File: src/rtl/framebuffer_scanout_if.sv
// Framebuffer RAM read-port bundle.
//   read_address : address presented to the RAM (driven by the scanout master)
//   ram_data     : RAM output word, valid one clock after read_address
// Modports: master = scanout side, slave = RAM side.
interface framebuffer_scanout_if #(
  parameter int unsigned DATA_WIDTH   = 12,
  parameter int unsigned ADDRESS_SIZE = 13
);
  logic [ADDRESS_SIZE-1:0] read_address;
  logic [DATA_WIDTH-1:0]   ram_data;

  modport master (output read_address, input ram_data);
  modport slave  (input read_address, output ram_data);
endinterface

File: src/rtl/framebuffer_scanout.sv
// VGA scanout engine for a downscaled RGB444 framebuffer.
// Generates VGA timing, drives the framebuffer read address, and converts the
// returned words into registered colour and sync outputs. Every output lags
// the timing counters by exactly three clocks.
//   clock, reset      : pixel clock, synchronous active-high reset
//   enable            : low holds the timing at the origin with idle outputs
//   ram               : RAM read port (read_address out, ram_data in)
//   red, green, blue  : registered 4-bit colour, zero outside the visible area
//   hsync, vsync      : active-low syncs
//   blank             : high outside the visible area
//   frame_start       : one-cycle pulse with the first visible pixel of a frame
module framebuffer_scanout #(
  parameter int unsigned DATA_WIDTH   = 12,
  parameter int unsigned ADDRESS_SIZE = 13,
  parameter int unsigned SCALE_SHIFT  = 3,
  parameter int unsigned H_VISIBLE    = 640,
  parameter int unsigned H_FRONT      = 16,
  parameter int unsigned H_SYNC       = 96,
  parameter int unsigned H_BACK       = 48,
  parameter int unsigned V_VISIBLE    = 480,
  parameter int unsigned V_FRONT      = 10,
  parameter int unsigned V_SYNC       = 2,
  parameter int unsigned V_BACK       = 33
) (
  input  logic                  clock,
  input  logic                  reset,
  input  logic                  enable,
  framebuffer_scanout_if.master ram,
  output logic [3:0]            red,
  output logic [3:0]            green,
  output logic [3:0]            blue,
  output logic                  hsync,
  output logic                  vsync,
  output logic                  blank,
  output logic                  frame_start
);

  localparam int unsigned H_TOTAL  = H_VISIBLE + H_FRONT + H_SYNC + H_BACK;
  localparam int unsigned V_TOTAL  = V_VISIBLE + V_FRONT + V_SYNC + V_BACK;
  localparam int unsigned FB_WIDTH = H_VISIBLE >> SCALE_SHIFT;
  localparam int unsigned HW       = $clog2(H_TOTAL);
  localparam int unsigned VW       = $clog2(V_TOTAL);

  localparam logic [HW-1:0] HLast      = HW'(H_TOTAL - 1);
  localparam logic [HW-1:0] HVis       = HW'(H_VISIBLE);
  localparam logic [HW-1:0] HSyncStart = HW'(H_VISIBLE + H_FRONT);
  localparam logic [HW-1:0] HSyncEnd   = HW'(H_VISIBLE + H_FRONT + H_SYNC - 1);
  localparam logic [VW-1:0] VLast      = VW'(V_TOTAL - 1);
  localparam logic [VW-1:0] VVis       = VW'(V_VISIBLE);
  localparam logic [VW-1:0] VSyncStart = VW'(V_VISIBLE + V_FRONT);
  localparam logic [VW-1:0] VSyncEnd   = VW'(V_VISIBLE + V_FRONT + V_SYNC - 1);
  // Low bits of v that must be zero for a new framebuffer row to begin.
  localparam logic [VW-1:0] VRowMask   = VW'((1 << SCALE_SHIFT) - 1);
  localparam logic [ADDRESS_SIZE-1:0] FbStride = ADDRESS_SIZE'(FB_WIDTH);

  // Per-pixel control carried alongside the data through the pipeline.
  typedef struct packed {
    logic vis;
    logic hs_n;
    logic vs_n;
    logic fs;
  } ctl_t;

  localparam ctl_t CtlIdle = ctl_t'(4'b0110);

  logic [HW-1:0]           h_q, h_d;
  logic [VW-1:0]           v_q, v_d, v_next;
  logic [ADDRESS_SIZE-1:0] line_base_q, line_base_d;
  logic [ADDRESS_SIZE-1:0] addr_q, addr_d;
  ctl_t                    ctl1_q, ctl1_d, ctl2_q, ctl3_q;
  logic [11:0]             rgb_q, rgb_d;

  always_comb begin
    h_d         = h_q;
    v_d         = v_q;
    line_base_d = line_base_q;
    v_next      = (v_q == VLast) ? '0 : v_q + 1'b1;

    if (h_q == HLast) begin
      h_d = '0;
      v_d = v_next;
      // Row base advances by one framebuffer row every 2^SCALE_SHIFT lines,
      // avoiding a multiplier on the address path.
      if (v_next == '0) begin
        line_base_d = '0;
      end else if ((v_next < VVis) && ((v_next & VRowMask) == '0)) begin
        line_base_d = line_base_q + FbStride;
      end
    end else begin
      h_d = h_q + 1'b1;
    end

    ctl1_d.vis  = (h_q < HVis) && (v_q < VVis);
    ctl1_d.hs_n = !((h_q >= HSyncStart) && (h_q <= HSyncEnd));
    ctl1_d.vs_n = !((v_q >= VSyncStart) && (v_q <= VSyncEnd));
    ctl1_d.fs   = (h_q == '0) && (v_q == '0);

    addr_d = ctl1_d.vis ? line_base_q + ADDRESS_SIZE'(h_q >> SCALE_SHIFT) : addr_q;

    // Gating on the delayed visible flag also hides stale RAM data after a restart.
    rgb_d = ctl2_q.vis ? ram.ram_data[DATA_WIDTH-1 -: 12] : 12'h000;
  end

  always_ff @(posedge clock) begin
    if (reset || !enable) begin
      h_q         <= '0;
      v_q         <= '0;
      line_base_q <= '0;
      addr_q      <= '0;
      ctl1_q      <= CtlIdle;
      ctl2_q      <= CtlIdle;
      ctl3_q      <= CtlIdle;
      rgb_q       <= '0;
    end else begin
      h_q         <= h_d;
      v_q         <= v_d;
      line_base_q <= line_base_d;
      addr_q      <= addr_d;
      ctl1_q      <= ctl1_d;
      ctl2_q      <= ctl1_q;
      ctl3_q      <= ctl2_q;
      rgb_q       <= rgb_d;
    end
  end

  assign ram.read_address = addr_q;
  assign red              = rgb_q[11:8];
  assign green            = rgb_q[7:4];
  assign blue             = rgb_q[3:0];
  assign hsync            = ctl3_q.hs_n;
  assign vsync            = ctl3_q.vs_n;
  assign blank            = !ctl3_q.vis;
  assign frame_start      = ctl3_q.fs;

endmodule

File: src/flat_wrapper.sv
// flat-port wrapper written by rule: the top's interface ports become plain ports
module framebuffer_scanout_flat 
#(
  parameter int unsigned DATA_WIDTH   = 12,
  parameter int unsigned ADDRESS_SIZE = 13,
  parameter int unsigned SCALE_SHIFT  = 3,
  parameter int unsigned H_VISIBLE    = 640,
  parameter int unsigned H_FRONT      = 16,
  parameter int unsigned H_SYNC       = 96,
  parameter int unsigned H_BACK       = 48,
  parameter int unsigned V_VISIBLE    = 480,
  parameter int unsigned V_FRONT      = 10,
  parameter int unsigned V_SYNC       = 2,
  parameter int unsigned V_BACK       = 33
)
  (clock, reset, enable, red, green, blue, hsync, vsync, blank, frame_start, ram_read_address, ram_ram_data);
  framebuffer_scanout_if #(.DATA_WIDTH(DATA_WIDTH), .ADDRESS_SIZE(ADDRESS_SIZE)) ram_i ();
  input  logic clock;
  input  logic reset;
  input  logic enable;
  output logic [3:0] red;
  output logic [3:0] green;
  output logic [3:0] blue;
  output logic hsync;
  output logic vsync;
  output logic blank;
  output logic frame_start;
  output wire logic [$bits(ram_i.read_address)-1:0] ram_read_address;
  input wire logic [$bits(ram_i.ram_data)-1:0] ram_ram_data;
  assign ram_read_address = ram_i.read_address;
  assign ram_i.ram_data = ram_ram_data;
  framebuffer_scanout #(.DATA_WIDTH(DATA_WIDTH), .ADDRESS_SIZE(ADDRESS_SIZE), .SCALE_SHIFT(SCALE_SHIFT), .H_VISIBLE(H_VISIBLE), .H_FRONT(H_FRONT), .H_SYNC(H_SYNC), .H_BACK(H_BACK), .V_VISIBLE(V_VISIBLE), .V_FRONT(V_FRONT), .V_SYNC(V_SYNC), .V_BACK(V_BACK)) u_core (.clock(clock), .reset(reset), .enable(enable), .ram(ram_i), .red(red), .green(green), .blue(blue), .hsync(hsync), .vsync(vsync), .blank(blank), .frame_start(frame_start));
endmodule
File: config.mk
export PLATFORM = sky130hd
export DESIGN_NAME = framebuffer_scanout_flat
export DESIGN_NICKNAME = d
export VERILOG_FILES = /design/src/rtl/framebuffer_scanout_if.sv /design/src/rtl/framebuffer_scanout.sv /design/src/flat_wrapper.sv
export SDC_FILE = /design/constraint.sdc
export NUM_CORES = 1
export LEC_CHECK = 0
export BUFFER_PORTS_ARGS = -buffer_cell sky130_fd_sc_hd__buf_4
export CAP_MARGIN = 20
export CORE_MARGIN = 5
export CORE_UTILIZATION = 25
export DETAILED_ROUTE_END_ITERATION = 12
export PLACE_DENSITY = 0.48
export SYNTH_ARGS = -nofsm -noshare
export SYNTH_HDL_FRONTEND = slang
export SYNTH_SLANG_ARGS = --single-unit
File: constraint.sdc
create_clock -name clock -period 2.31 [get_ports clock]
set_input_delay 0.231 -clock clock [delete_from_list [all_inputs] [get_ports clock]]
set_output_delay 0.231 -clock clock [all_outputs]
set_load 0.005 [all_outputs]
==> flow_results.xml <==
<?xml version="1.0" encoding="UTF-8"?>
<metrics>
  <group name="clock_network">
    <metric name="cts_setup_buffers" unit="">0</metric>
    <metric name="cts_max_level" unit="">3</metric>
    <metric name="clk_pin_slew" unit="ns">0.06</metric>
    <metric name="ctsHoldBuffers" unit="">0</metric>
    <metric name="numCtsBuffers" unit="">9</metric>
    <metric name="post_cts_resize_count" unit="">0</metric>
    <metric name="cts.root.buffer_cell" unit="">sky130_fd_sc_hd__clkbuf_16</metric>
    <metric name="numClockSinks" unit="">66</metric>
    <metric name="clk_latency" unit="ns">0.33</metric>
    <metric name="clockBufferDepth" unit="">2</metric>
    <metric name="cts_tree" unit="">done</metric>
  </group>
  <group name="sta">
    <metric name="max_freq" unit="MHz">474.8</metric>
    <metric name="timing.slew.headroom" unit="%">65.62</metric>
    <metric name="worst_slew_pin_slew" unit="ns">0.5103</metric>
    <metric name="finalCritPeriodShare" unit="%">91.18</metric>
    <metric name="maxSlewViolCount" unit="">0</metric>
    <metric name="report.final.hold_viol_count" unit="">0</metric>
    <metric name="tns" unit="ns">0</metric>
    <metric name="clock_skew" unit="ns">0.008615</metric>
    <metric name="grt_setup_unrepaired" unit="">no</metric>
    <metric name="final-setup-viol-count" unit="">0</metric>
    <metric name="post-route-min-period" unit="ns">2.106</metric>
  </group>
  <group name="placed_design">
    <metric name="dp_cells" unit="">534</metric>
    <metric name="port_buffers" unit="">43</metric>
    <metric name="place_hpwl" unit="mm">5.061</metric>
    <metric name="finalWeightedCongestion" unit="">0.8255</metric>
  </group>
  <group name="yosys">
    <metric name="ys_ff_latch" unit="">66</metric>
    <metric name="synthesis.instances" unit="">344</metric>
    <metric name="synth_top_flop_cell" unit="">sky130_fd_sc_hd__dfxtp_1</metric>
    <metric name="top_post_synthesis_cells_by_area" unit="">sky130_fd_sc_hd__dfxtp_1, sky130_fd_sc_hd__nor2_1, sky130_fd_sc_hd__ha_1</metric>
    <metric name="async_reset_ff_share" unit="%">0</metric>
    <metric name="synth-edff-count" unit="">0</metric>
    <metric name="average_cell_area_after_synthesis" unit="sq um">8.911</metric>
    <metric name="synth_nets" unit="">368</metric>
    <metric name="netlist-cell-type-count" unit="">56</metric>
    <metric name="syn_area" unit="sq mm">0.003065</metric>
    <metric name="synth-seq-area-share" unit="%">43.10</metric>
    <metric name="yosys.area.top_type" unit="">sky130_fd_sc_hd__dfxtp_1</metric>
    <metric name="yosysWarningCount" unit="">0</metric>
    <metric name="synth_top_area_share" unit="%">43.10</metric>
  </group>
  <group name="critical_path">
    <metric name="startpoint" unit="">u_core.h_q[0]</metric>
    <metric name="crit_end" unit="">u_core.line_base_q[6]</metric>
    <metric name="arrival" unit="ns">2.37</metric>
    <metric name="worstSetupPathType" unit="">reg2reg</metric>
    <metric name="worstSetupEndpointType" unit="">flip-flop</metric>
    <metric name="setup.reg_to_reg.worst_slack" unit="ns">0.20</metric>
    <metric name="critPathMaxFanout" unit="">5</metric>
    <metric name="endpoint_of_the_most_critical_register_to_register_path" unit="">u_core.line_base_q[6]</metric>
    <metric name="crit_path_start_kind" unit="">flip-flop</metric>
    <metric name="regToRegStartpoint" unit="">u_core.h_q[0]</metric>
    <metric name="worst_ep_required_time" unit="ns">2.58</metric>
    <metric name="reg2reg_depth" unit="">7</metric>
  </group>
  <group name="power">
    <metric name="switching_share" unit="%">22.08</metric>
    <metric name="switchingPower" unit="uW">536.2</metric>
    <metric name="ir_drop" unit="V">0.0003304</metric>
    <metric name="clock_power_share" unit="%">50.4</metric>
    <metric name="share_comb_of_total_power" unit="%">2.3</metric>
    <metric name="p_leak" unit="uW">0.001631</metric>
    <metric name="p_seq_share" unit="%">47.3</metric>
    <metric name="total_power_density_per_cell_area" unit="mW/mm^2">622.1</metric>
    <metric name="internal_power" unit="uW">1892</metric>
  </group>
  <group name="grt">
    <metric name="number_of_global_route_vias_before_repair" unit="">2411</metric>
    <metric name="antenna_found_initial" unit="">0</metric>
    <metric name="grt_start_max_net_pins" unit="">36</metric>
    <metric name="first_pass_grt_wire_length" unit="mm">11.93</metric>
    <metric name="grt_util_all_layers" unit="%">10.31</metric>
    <metric name="grt-ovfl-total" unit="">0</metric>
  </group>
  <group name="floorplanning">
    <metric name="start_util" unit="%">25.52</metric>
    <metric name="die-width" unit="um">120.7</metric>
    <metric name="placementRows" unit="">40</metric>
    <metric name="core_area" unit="sq mm">0.01201</metric>
    <metric name="floorplan.die.height" unit="um">120.7</metric>
    <metric name="floorplan.io_pins" unit="">44</metric>
    <metric name="die_area" unit="sq mm">0.01458</metric>
  </group>
  <group name="route">
    <metric name="wl_met3" unit="um">374</metric>
    <metric name="drt-met1-wl" unit="mm">3.494</metric>
    <metric name="final_antenna_net_count" unit="">0</metric>
    <metric name="detail_route.drc_violations" unit="">0</metric>
    <metric name="post_drt_wl_per_cell" unit="um">12.74</metric>
    <metric name="drt-total-wl" unit="mm">7.006</metric>
    <metric name="vias_per_cell" unit="">4.611</metric>
    <metric name="initialDrtViolationCount" unit="">161</metric>
    <metric name="highest-signal-layer" unit="">met4</metric>
    <metric name="via_count" unit="">2536</metric>
    <metric name="routed-wl-met2" unit="mm">3.020</metric>
    <metric name="drtPass1Iterations" unit="">4</metric>
  </group>
  <group name="final_layout">
    <metric name="drive_gt1_share" unit="%">23.82</metric>
    <metric name="syn2layout_area_growth" unit="%">27.35</metric>
    <metric name="fin_nets" unit="">422</metric>
    <metric name="post_layout_nonfiller_instances" unit="">550</metric>
    <metric name="diodes" unit="">0</metric>
  </group>
  <group name="min_path">
    <metric name="hold_path.class" unit="">in2reg</metric>
  </group>
  <group name="outcome">
    <metric name="status" unit="">completed</metric>
  </group>
  <group name="job">
    <metric name="max_cap_viol_count" unit="">0</metric>
  </group>
</metrics>
## logic make-up (layout without fill, tap and decap cells)
| logic type | count (synthesis) | in the layout | share of synthesized area [%] |
|---|---|---|---|
| and+or+nand+nor | 148 | 148 | 25.63 |
| adders and majority gates | 9 | 9 | 3.674 |
| buffers and inverters | 35 | 94 | 5.632 |
| muxes | 8 | 8 | 2.653 |
| xor gates and xnor gates | 21 | 21 | 6.245 |
| DFF | 66 | 66 | 43.10 |
| AOI/OAI and AO/OA | 57 | 57 | 13.06 |
## power groups by stage
stage               registers [uW]  clock network, uW  logic, uW
global route                  1150               1320       63.6
finish                        1150               1220       56.9
detailed placement            1170                  0       58.4
global placement              1170                  0       57.9
CTS                           1150               1270       58.5
floorplan                     1170                  0       27.7
## worst max-delay path, stage by stage, from the launching register on
cell	delay, ns
sky130_fd_sc_hd__dfxtp_1	0.38
sky130_fd_sc_hd__ha_1	0.22
sky130_fd_sc_hd__and4_2	0.33
sky130_fd_sc_hd__nand4_2	0.14
sky130_fd_sc_hd__or4_4	0.55
sky130_fd_sc_hd__nor3_4	0.15
sky130_fd_sc_hd__buf_4	0.16
sky130_fd_sc_hd__o2bb2ai_1	0.11
## layout make-up
class | count | area [sq um]
fill | 1232 | 8108
multi-input combinational | 243 | 1585
sequential | 66 | 1323
timing repair buffer | 66 | 495.5
clock buffer | 9 | 225.2
tap | 147 | 183.9
clock inverter | 7 | 46.29
inverter | 12 | 45.04
## worst min path at each step
stage | start | end | slack [ns] | cells after the start
2_1_floorplan | ram_ram_data[0] | u_core.rgb_q[0] | 0.38 | 1
3_3_place_gp | u_core.ctl1_q[2] | u_core.ctl2_q[2] | 0.39 | 1
3_5_place_dp | u_core.ctl1_q[2] | u_core.ctl2_q[2] | 0.39 | 1
4_1_cts | ram_ram_data[9] | u_core.rgb_q[9] | 0.12 | 2
5_1_grt | ram_ram_data[8] | u_core.rgb_q[8] | 0.12 | 2
6_report | ram_ram_data[10] | u_core.rgb_q[10] | 0.13 | 2
## metal layers
metal  global-route usage [%]  vias up
met4                    5.382        0
met3                    3.508        9
met1                    13.58     1161
li1                         -     1311
met5                        0        -
met2                    14.81       55
## cell usage in the layout, fill, tap and decap left out, types with 3 or more instances in the layout
cell | Yosys | final
sky130_fd_sc_hd__nand3_1 | 7 | 7
sky130_fd_sc_hd__or4_1 | 3 | 3
sky130_fd_sc_hd__ha_1 | 9 | 9
sky130_fd_sc_hd__inv_1 | 12 | 12
sky130_fd_sc_hd__a21oi_1 | 14 | 14
sky130_fd_sc_hd__o32ai_1 | 4 | 4
sky130_fd_sc_hd__buf_4 | 3 | 66
sky130_fd_sc_hd__o21ai_0 | 11 | 10
sky130_fd_sc_hd__clkinvlp_4 | 0 | 3
sky130_fd_sc_hd__and2_1 | 4 | 4
sky130_fd_sc_hd__nor3_1 | 11 | 11
sky130_fd_sc_hd__or3_1 | 5 | 5
sky130_fd_sc_hd__xnor2_1 | 12 | 12
sky130_fd_sc_hd__a211oi_1 | 6 | 6
sky130_fd_sc_hd__nand4_1 | 9 | 9
sky130_fd_sc_hd__mux2i_1 | 7 | 7
sky130_fd_sc_hd__a21o_1 | 5 | 5
sky130_fd_sc_hd__xor2_1 | 8 | 8
sky130_fd_sc_hd__nand2_1 | 22 | 22
sky130_fd_sc_hd__nor2_1 | 49 | 49
sky130_fd_sc_hd__clkinv_2 | 0 | 3
sky130_fd_sc_hd__dfxtp_1 | 66 | 65
sky130_fd_sc_hd__clkbuf_16 | 0 | 9
sky130_fd_sc_hd__and3_1 | 14 | 14
sky130_fd_sc_hd__nand2b_1 | 5 | 5
## synthesized netlist by cell type, drive strengths merged, types with 2 or more instances
| library cell | n |
|---|---|
| dfxtp | 66 |
| nor2 | 50 |
| nand2 | 22 |
| a21oi | 14 |
| and3 | 14 |
| buf | 14 |
| xnor2 | 13 |
| inv | 12 |
| nor3 | 12 |
| o21ai | 12 |
| nand4 | 10 |
| clkbuf | 9 |
| ha | 9 |
| nand3 | 8 |
| xor2 | 8 |
| a211oi | 7 |
| mux2i | 7 |
| a21o | 5 |
| nand2b | 5 |
| or3 | 5 |
| and2 | 4 |
| and4 | 4 |
| o32ai | 4 |
| or4 | 4 |
| a31oi | 3 |
| a22o | 2 |
| nand4b | 2 |
| nor4 | 2 |
| o2111ai | 2 |
| o2bb2ai | 2 |
| o31a | 2 |
## through the flow
step           worst slack [ns]  hold WS, ns  total power, uW  cell area (sq um)  utilization [%]
2_1_floorplan            0.1799       0.3835             1200               3065                -
3_3_place_gp             0.1901       0.3877             1231               3617            30.11
3_5_place_dp             0.1669       0.3933             1232               3617            30.11
4_1_cts                  0.1537       0.1159             2472               3889            32.38
5_1_grt                 0.03273       0.1198             2534               3904            32.50
6_report                 0.2038       0.1291             2429               3904            32.50
## state kept, by name (all words and copies together), names as in the netlist
| register | cells |
|---|---|
| u_core.frame_start | 1 |
| u_core.ctl2_q | 4 |
| u_core.h_q | 10 |
| u_core.ram.read_address | 13 |
| u_core.line_base_q | 9 |
| u_core.ctl3_q | 1 |
| u_core.ctl1_q | 4 |
| u_core.vsync | 1 |
| u_core.rgb_q | 12 |
| u_core.v_q | 10 |
| u_core.hsync | 1 |
No activity file was read; power rests on OpenSTA's default activity.
